File: src/rtl/inst_mem_loader.sv
// Instruction-memory loader: packs a UART byte stream MSB-first into words,
// writes them to consecutive word addresses from 0 and releases the CPU from
// reset once the HALT word has been stored.
//
// Handshake: i_rx_valid is a one-cycle strobe with no back-pressure; every
// strobe seen while receiving is consumed on that clock edge. o_inst_mem_wr_en
// is a one-cycle strobe; o_inst_mem_addr/o_inst_mem_data are meaningful only
// while it is high and otherwise hold their last written values.
module inst_mem_loader #(
  parameter int          NBITS     = 32,
  parameter int          ADDR_W    = 10,
  parameter logic [31:0] HALT_WORD = 32'hFFFFFFFF
) (
  input  logic              i_clk,
  input  logic              i_rst,
  input  logic [7:0]        i_rx_data,
  input  logic              i_rx_valid,
  input  logic              i_load_start,
  output logic              o_inst_mem_wr_en,
  output logic [NBITS-1:0]  o_inst_mem_addr,
  output logic [NBITS-1:0]  o_inst_mem_data,
  output logic              o_cpu_rst,
  output logic              o_load_done,
  output logic              o_load_err,
  output logic [ADDR_W:0]   o_word_count,
  output logic [1:0]        o_dbg_state
);

  localparam logic [1:0] S_IDLE = 2'd0;
  localparam logic [1:0] S_RECV = 2'd1;
  localparam logic [1:0] S_DONE = 2'd2;
  localparam logic [1:0] S_ERR  = 2'd3;

  localparam logic [ADDR_W:0] DEPTH = {1'b1, {ADDR_W{1'b0}}};
  localparam logic [ADDR_W:0] ONE   = {{ADDR_W{1'b0}}, 1'b1};

  logic [1:0]        state_q, state_d;
  logic [1:0]        byte_cnt_q, byte_cnt_d;
  logic [NBITS-9:0]  sh_q, sh_d;
  logic [ADDR_W:0]   word_cnt_q, word_cnt_d;
  logic              wr_en_q, wr_en_d;
  logic [NBITS-1:0]  addr_q, addr_d;
  logic [NBITS-1:0]  data_q, data_d;
  logic              cpu_rst_q, cpu_rst_d;
  logic              done_q, done_d;
  logic              err_q, err_d;

  logic [NBITS-1:0]  word;
  logic [ADDR_W:0]   word_cnt_inc;

  // Next-state logic: a load start from any state restarts the load and wins
  // over a coincident byte; the 4th byte of a word produces the write.
  always_comb begin
    state_d      = state_q;
    byte_cnt_d   = byte_cnt_q;
    sh_d         = sh_q;
    word_cnt_d   = word_cnt_q;
    wr_en_d      = 1'b0;
    addr_d       = addr_q;
    data_d       = data_q;
    cpu_rst_d    = cpu_rst_q;
    done_d       = done_q;
    err_d        = err_q;
    word         = {sh_q, i_rx_data};
    word_cnt_inc = (word_cnt_q == DEPTH) ? word_cnt_q : word_cnt_q + ONE;

    if (i_load_start) begin
      state_d    = S_RECV;
      byte_cnt_d = 2'd0;
      sh_d       = '0;
      word_cnt_d = '0;
      done_d     = 1'b0;
      err_d      = 1'b0;
      cpu_rst_d  = 1'b1;
    end else if (state_q == S_RECV && i_rx_valid) begin
      sh_d       = word[NBITS-9:0];
      byte_cnt_d = byte_cnt_q + 2'd1;
      if (byte_cnt_q == 2'd3) begin
        wr_en_d    = 1'b1;
        data_d     = word;
        addr_d     = NBITS'({word_cnt_q[ADDR_W-1:0], 2'b00});
        word_cnt_d = word_cnt_inc;
        if (word == HALT_WORD[NBITS-1:0]) begin
          state_d   = S_DONE;
          done_d    = 1'b1;
          cpu_rst_d = 1'b0;
        end else if (word_cnt_inc == DEPTH) begin
          state_d = S_ERR;
          err_d   = 1'b1;
        end
      end
    end
  end

  // State and registered outputs; synchronous reset returns everything to 0.
  always_ff @(posedge i_clk) begin
    if (i_rst) begin
      state_q    <= S_IDLE;
      byte_cnt_q <= 2'd0;
      sh_q       <= '0;
      word_cnt_q <= '0;
      wr_en_q    <= 1'b0;
      addr_q     <= '0;
      data_q     <= '0;
      cpu_rst_q  <= 1'b0;
      done_q     <= 1'b0;
      err_q      <= 1'b0;
    end else begin
      state_q    <= state_d;
      byte_cnt_q <= byte_cnt_d;
      sh_q       <= sh_d;
      word_cnt_q <= word_cnt_d;
      wr_en_q    <= wr_en_d;
      addr_q     <= addr_d;
      data_q     <= data_d;
      cpu_rst_q  <= cpu_rst_d;
      done_q     <= done_d;
      err_q      <= err_d;
    end
  end

  assign o_inst_mem_wr_en = wr_en_q;
  assign o_inst_mem_addr  = addr_q;
  assign o_inst_mem_data  = data_q;
  assign o_cpu_rst        = cpu_rst_q;
  assign o_load_done      = done_q;
  assign o_load_err       = err_q;
  assign o_word_count     = word_cnt_q;
  assign o_dbg_state      = state_q;

endmodule

File: config.mk
export PLATFORM = sky130hd
export DESIGN_NAME = inst_mem_loader
export DESIGN_NICKNAME = d
export VERILOG_FILES = /design/src/rtl/inst_mem_loader.sv
export SDC_FILE = /design/constraint.sdc
export NUM_CORES = 1
export LEC_CHECK = 0
export ABC_AREA = 1
export CAP_MARGIN = 5
export CORE_ASPECT_RATIO = 2
export CORE_MARGIN = 2
export CORE_UTILIZATION = 50
export DETAILED_ROUTE_END_ITERATION = 10
export DONT_BUFFER_PORTS = 1
export HOLD_SLACK_MARGIN = 0.06
export PLACE_DENSITY = 0.68
export SLEW_MARGIN = 20
export SYNTH_ARGS = -nofsm -noshare
export SYNTH_HDL_FRONTEND = slang
export SYNTH_SLANG_ARGS = --single-unit
File: constraint.sdc
create_clock -name i_clk -period 1.7 [get_ports i_clk]
set_clock_uncertainty 0.15 [all_clocks]
set_input_delay 0.51 -clock i_clk [delete_from_list [all_inputs] [get_ports i_clk]]
set_output_delay 0.51 -clock i_clk [all_outputs]
set_load 0.005 [all_outputs]
After elaboration in Yosys (flattened, before gate mapping)
Index checks and enable logic that the tools add are counted.
{ "classes": {"add_sub_neg": 2, "eq_ne": 5, "mux": 11, "bitwise_logic": 3, "reduce_logical": 15} }
{ "ops": {"columns": ["op", "count"], "rows": [
  ["32-bit == test (second input constant)", 1],
  ["11-bit == test (second input constant)", 2],
  ["3-bit AND reduction", 5],
  ["11-bit by 1-bit adder with 11-bit output (second input constant)", 1],
  ["11-bit two-way mux", 1],
  ["1-bit two-way mux", 8],
  ["2-bit nonzero test", 4],
  ["2-bit two-way mux", 2],
  ["4-bit AND reduction", 1],
  ["1-bit NOT", 3],
  ["3-bit nonzero test", 1],
  ["3-bit OR reduction", 1],
  ["2-bit by 1-bit adder with 2-bit output (second input constant)", 1],
  ["2-bit by 1-bit == test with 1-bit output (second input constant)", 1],
  ["2-bit == test (second input constant)", 1],
  ["2-bit AND reduction", 1],
  ["2-bit OR reduction", 1],
  ["1-bit logical AND", 1]
]} }
{ "totals": {"register_bits": 85, "in_bits": 12, "output_inout_bits": 81, "elab_cells": 47} }

Depth between registers and ports, before layout
{ "logic_depth": {"ltp_word": 8, "mapped_depth": 15, "ltp_nobuf": 15} }

Worst setup path before layout
Ideal clock, no wire load.
{ "synth_timing": {"path_type": "in2reg", "startpoint": "input port i_rx_valid", "endpoint": "register data_q[0] (netlist: o_inst_mem_data[0])", "setup_ps": 116, "t_arrival_ps": 1477, "t_required_ps": 1434, "slack_ps": -43, "cell_stages": 9, "n_path_buf": 2, "cell_sequence": "nand3_1 > inv_1 > nand2_2 > nor2_1 > buf_2 > inv_1 > buf_2 > nor2_1 > nor2_1"} }
{ "synth_between": {"elab_chain_len": 2} }
{ "synth_rtl": {"columns": ["item", "line_no", "text"], "rows": [
  ["from (decl)", "17", "input logic i_rx_valid,"],
  ["1-bit logical AND", "75", "end else if (state_q == S_RECV && i_rx_valid) begin"],
  ["3-bit AND reduction (no line)", null, null],
  ["to (signal assigned)", "115", "data_q <= data_d;"],
  ["to (decl)", "43", "logic [NBITS-1:0] data_q, data_d;"]
]} }
No other way between the ends.
A chain may end at the register's enable or synchronous reset.

Worst setup path in the final report
{ "layout_timing": {"startpoint": "register word_cnt_q[1] (netlist: o_word_count[1])", "endpoint": "register state_q[0] (netlist: o_dbg_state[0])"} }
{ "layout_between": {"elab_chain_len": 5, "word_cells_on_any_way": 6, "classes_between": "add/sub (1); eq/ne (2); mux (1); reduce/logical (2)"} }
{ "layout_rtl": {"columns": ["item", "line_no", "text"], "rows": [
  ["from (decl)", "40", "logic [ADDR_W:0] word_cnt_q, word_cnt_d;"],
  ["from (signal assigned)", "112", "word_cnt_q <= word_cnt_d;"],
  ["11-bit by 1-bit adder with 11-bit output or 11-bit == test (tied branches)", "65", "word_cnt_inc = (word_cnt_q == DEPTH) ? word_cnt_q : word_cnt_q + ONE;"],
  ["11-bit two-way mux (*)", "65", null],
  ["11-bit == test (*)", "87", "end else if (word_cnt_inc == DEPTH) begin"],
  ["3-bit nonzero test (no line) (*)", null, null],
  ["3-bit AND reduction (no line) (*)", null, null],
  ["to (signal assigned)", "109", "state_q <= state_d;"],
  ["to (decl)", "37", "logic [1:0] state_q, state_d;"]
]} }
Every way passes the cells marked *; elsewhere a longest branch is shown, timed or not.

==> flow_metrics.env <==
export IMPL_status="complete, but fails checks"
export IMPL_violations="setup timing"
export IMPL_wl_per_cell_um=14.2
export IMPL_fmax_mhz=550
export IMPL_drive_gt1_share_pct=18.2
export IMPL_hp_class="in -> reg"
export IMPL_tns_ns=-0.165
export IMPL_clk_latency_ns=0.34
export IMPL_grt_overflow_total=0
export IMPL_max_vdd_ir_drop_v=0.000639
export IMPL_crit_reg2reg_launch="o_word_count[1]"
export IMPL_leakage_nw=1.90
export IMPL_ant_nets=0
export IMPL_yosys_warnings=0
export IMPL_rsz0062_at_grt="yes"
export IMPL_grt_use_total_pct=22.3
export IMPL_synth_top_cell_area_share_pct=46.7
export IMPL_critPathCaptureType="register"
export IMPL_clock_path_buffers=2
export IMPL_antenna_found_initial=0
export IMPL_port_buffers=0
export IMPL_drtIter0Drc=194
export IMPL_critical_path_class="reg -> reg"
export IMPL_crit_top_cell="nand2_1"
export IMPL_cts_clk_slew_worst_paths_ns=0.06
export IMPL_htree_levels=3
export IMPL_cpMaxStageDelayCell="dfxtp_4"
export IMPL_core_area_mm2=0.00716
export IMPL_cts_sinks=85
export IMPL_vias=3208
export IMPL_hold_start="i_rst"
export IMPL_finalWorstSetupSlack_ns=-0.117
export IMPL_grt_max_degree=49
export IMPL_antenna_cells=0
export IMPL_finalCritPeriodShare_pct=107
export IMPL_syn2layout_area_growth_pct=21.5
export IMPL_slew_violations=0
export IMPL_wirelength_mm=8.84
export IMPL_cp_start_kind="register"
export IMPL_final_cell_mix="80 x dfxtp_1, 71 x o21ai_0, 64 x a21oi_1"
export IMPL_grt_pass1_wl_mm=14.0
export IMPL_arrival_ns=1.89
export IMPL_setup_violations=3
export IMPL_drc=0
export IMPL_r2r_end="o_dbg_state[0]"
export IMPL_first_pass_iters=5
export IMPL_grt_pass1_vias=2967
export IMPL_whs_ns=0.0828
export IMPL_cts_tree="yes"
export IMPL_p_total_mw=4.05
export IMPL_io_pins=93
export IMPL_worstHoldPathCells=1
export IMPL_synth_seq_area_share_pct=46.7
export IMPL_clockRootBuffer="clkbuf_16"
export IMPL_post_route_min_period_ns=1.82
export IMPL_cp_required_ns=1.77
export IMPL_reg2reg_depth=15
export IMPL_holdBufCountCts=0
export IMPL_holdPathEnd="o_inst_mem_wr_en"
export IMPL_crit_path_max_fanout=4
export IMPL_avgSynthCellArea_um2=7.54
export IMPL_ys_seq_elements=85
export IMPL_drv_cap=0
export IMPL_synth_cell_type_count=29
export IMPL_gp_congestion=0.880
export IMPL_p_per_area_mw_per_mm2=915
export IMPL_die_height_um=125
export IMPL_viasPerCell=5.14
export IMPL_max_stage_delay_ns=0.37
export IMPL_rows=44
export IMPL_start_util_pct=51.0
export IMPL_reg2reg_slack_ns=-0.12
export IMPL_critical_path_cell_chain="inv_4 -> ha_4 -> nand2_4 -> inv_2 -> nand2_2 -> nor2_2 -> nand3_1 -> nand2_1 -> nand2_1 -> nor2_1 -> nand3_1 -> nand2_1 -> nand2_1 -> nand2_1 -> a21oi_1"
export IMPL_syn_area_mm2=0.00365
export IMPL_dieWidth_um=64.4
export IMPL_dieArea_mm2=0.00803
export IMPL_synth_cells=484
export IMPL_synth_top_area_cell="dfxtp_1"
export IMPL_finalNetCount=542
export IMPL_final_common_cell="dfxtp_1"
export IMPL_cts_made_buffers=9
export IMPL_hold_viol_final=0
export IMPL_netlist_top_cells_area="dfxtp_1 47%, o21ai_0 9.9%, a21oi_1 8.8%"
export IMPL_hpwl_mm=6.06
==> worst max-delay path: cells and delay by family, from the launching register on <==
family	cells	cell delay, ns
AND/OR/NAND/NOR	11	0.87
flip-flops	1	0.37
adder cells (fa/ha/maj)	1	0.14
buffers and inverters	2	0.11
AO/OA/AOI/OAI	1	0.06
==> report_power, final <==
group | internal, mW | switching (mW) | total (mW)
clock | 1.14 | 0.773 | 1.92
sequential | 2.00 | 0.0128 | 2.02
combinational | 0.0382 | 0.0828 | 0.121
total | 3.19 | 0.869 | 4.05
==> stage by stage <==
step / instance area [um^2] / std cells / utilization (%) / worst slack, ns
floorplan: 3730 / 505 / - / 0.00403
global placement: 3990 / 601 / 55.7 / -0.0761
detailed placement: 3990 / 601 / 55.7 / -0.0775
CTS: 4340 / 620 / 60.7 / -0.0770
global route: 4430 / 624 / 61.9 / -0.271
finish: 4430 / 624 / 61.9 / -0.117
==> sequential cells by signal, indices dropped and copies added, names as in the netlist, 2 cells and up <==
| signal | flops |
|---|---|
| byte_cnt_q | 2 |
| o_dbg_state | 2 |
| o_inst_mem_addr | 10 |
| o_inst_mem_data | 32 |
| o_word_count | 11 |
| sh_q | 24 |
==> timing repair <==
item,CTS,global route
buffers inserted,3,3
setup endpoints to repair,3,23
resized for setup,12,16
cloned,0,1
pin swaps,3,13
==> worst max path at each step <==
stage / startpoint / to / depth (start not counted)
3_3_place_gp: o_word_count[0] / o_dbg_state[0] / 11
2_1_floorplan: i_rx_valid / o_inst_mem_data[0] / 9
6_report: o_word_count[1] / o_dbg_state[0] / 15
3_5_place_dp: o_word_count[1] / o_load_err / 10
5_1_grt: o_word_count[1] / o_dbg_state[0] / 15
4_1_cts: o_word_count[0] / o_dbg_state[0] / 14
==> final cells by class <==
type / instances / area (um^2)
Timing Repair Buffer: 59 / 502
Inverter: 57 / 219
Multi-Input combinational cell: 315 / 1600
Fill cell: 660 / 2730
Clock inverter: 3 / 46.3
Tap cell: 92 / 115
Sequential cell: 85 / 1710
Clock buffer: 13 / 240
==> synthesized netlist by cell type <==
master    instances
o21ai_0          72
inv_2             1
nand2_2           2
clkbuf_1         16
dfxtp_1          85
a211oi_1          1
o21a_1            1
buf_6             1
o211ai_1          6
nand2_1          52
ha_1              3
nor4_1            1
nor3_1            7
a21oi_1          64
conb_1            1
nand3b_1          1
xor2_2            1
xor2_1            5
nand3_2           1
o21bai_1          1
clkbuf_2          1
nand4_1           9
inv_1            56
nor2_4            1
nor2_1           48
buf_2             8
buf_4            22
nand3_1          16
nor2_2            1
==> cells by family (layout without fill, tap and decap cells) <==
logic type      count (synthesis)  after routing  share of synthesized area (%)
compound gates                145            145                           20.5
xor+xnor                        6              6                           1.65
fa+ha+maj                       3              3                           1.03
buf+inv                       105            132                           13.6
flops                          85             85                           46.7
other cells                     1             22                          0.103
simple gates                  139            139                           16.5
==> per-layer routing <==
| metal | global-route usage, % | up-vias | wire length (um) |
|---|---|---|---|
| li1 | - | 1630 | - |
| met1 | 28.0 | 1454 | 3830 |
| met2 | 34.4 | 111 | 4180 |
| met3 | 7.86 | 13 | 645 |
| met4 | 9.39 | 0 | 181 |
| met5 | 0 | - | 0 |
No activity file was read; power rests on OpenSTA's default activity.
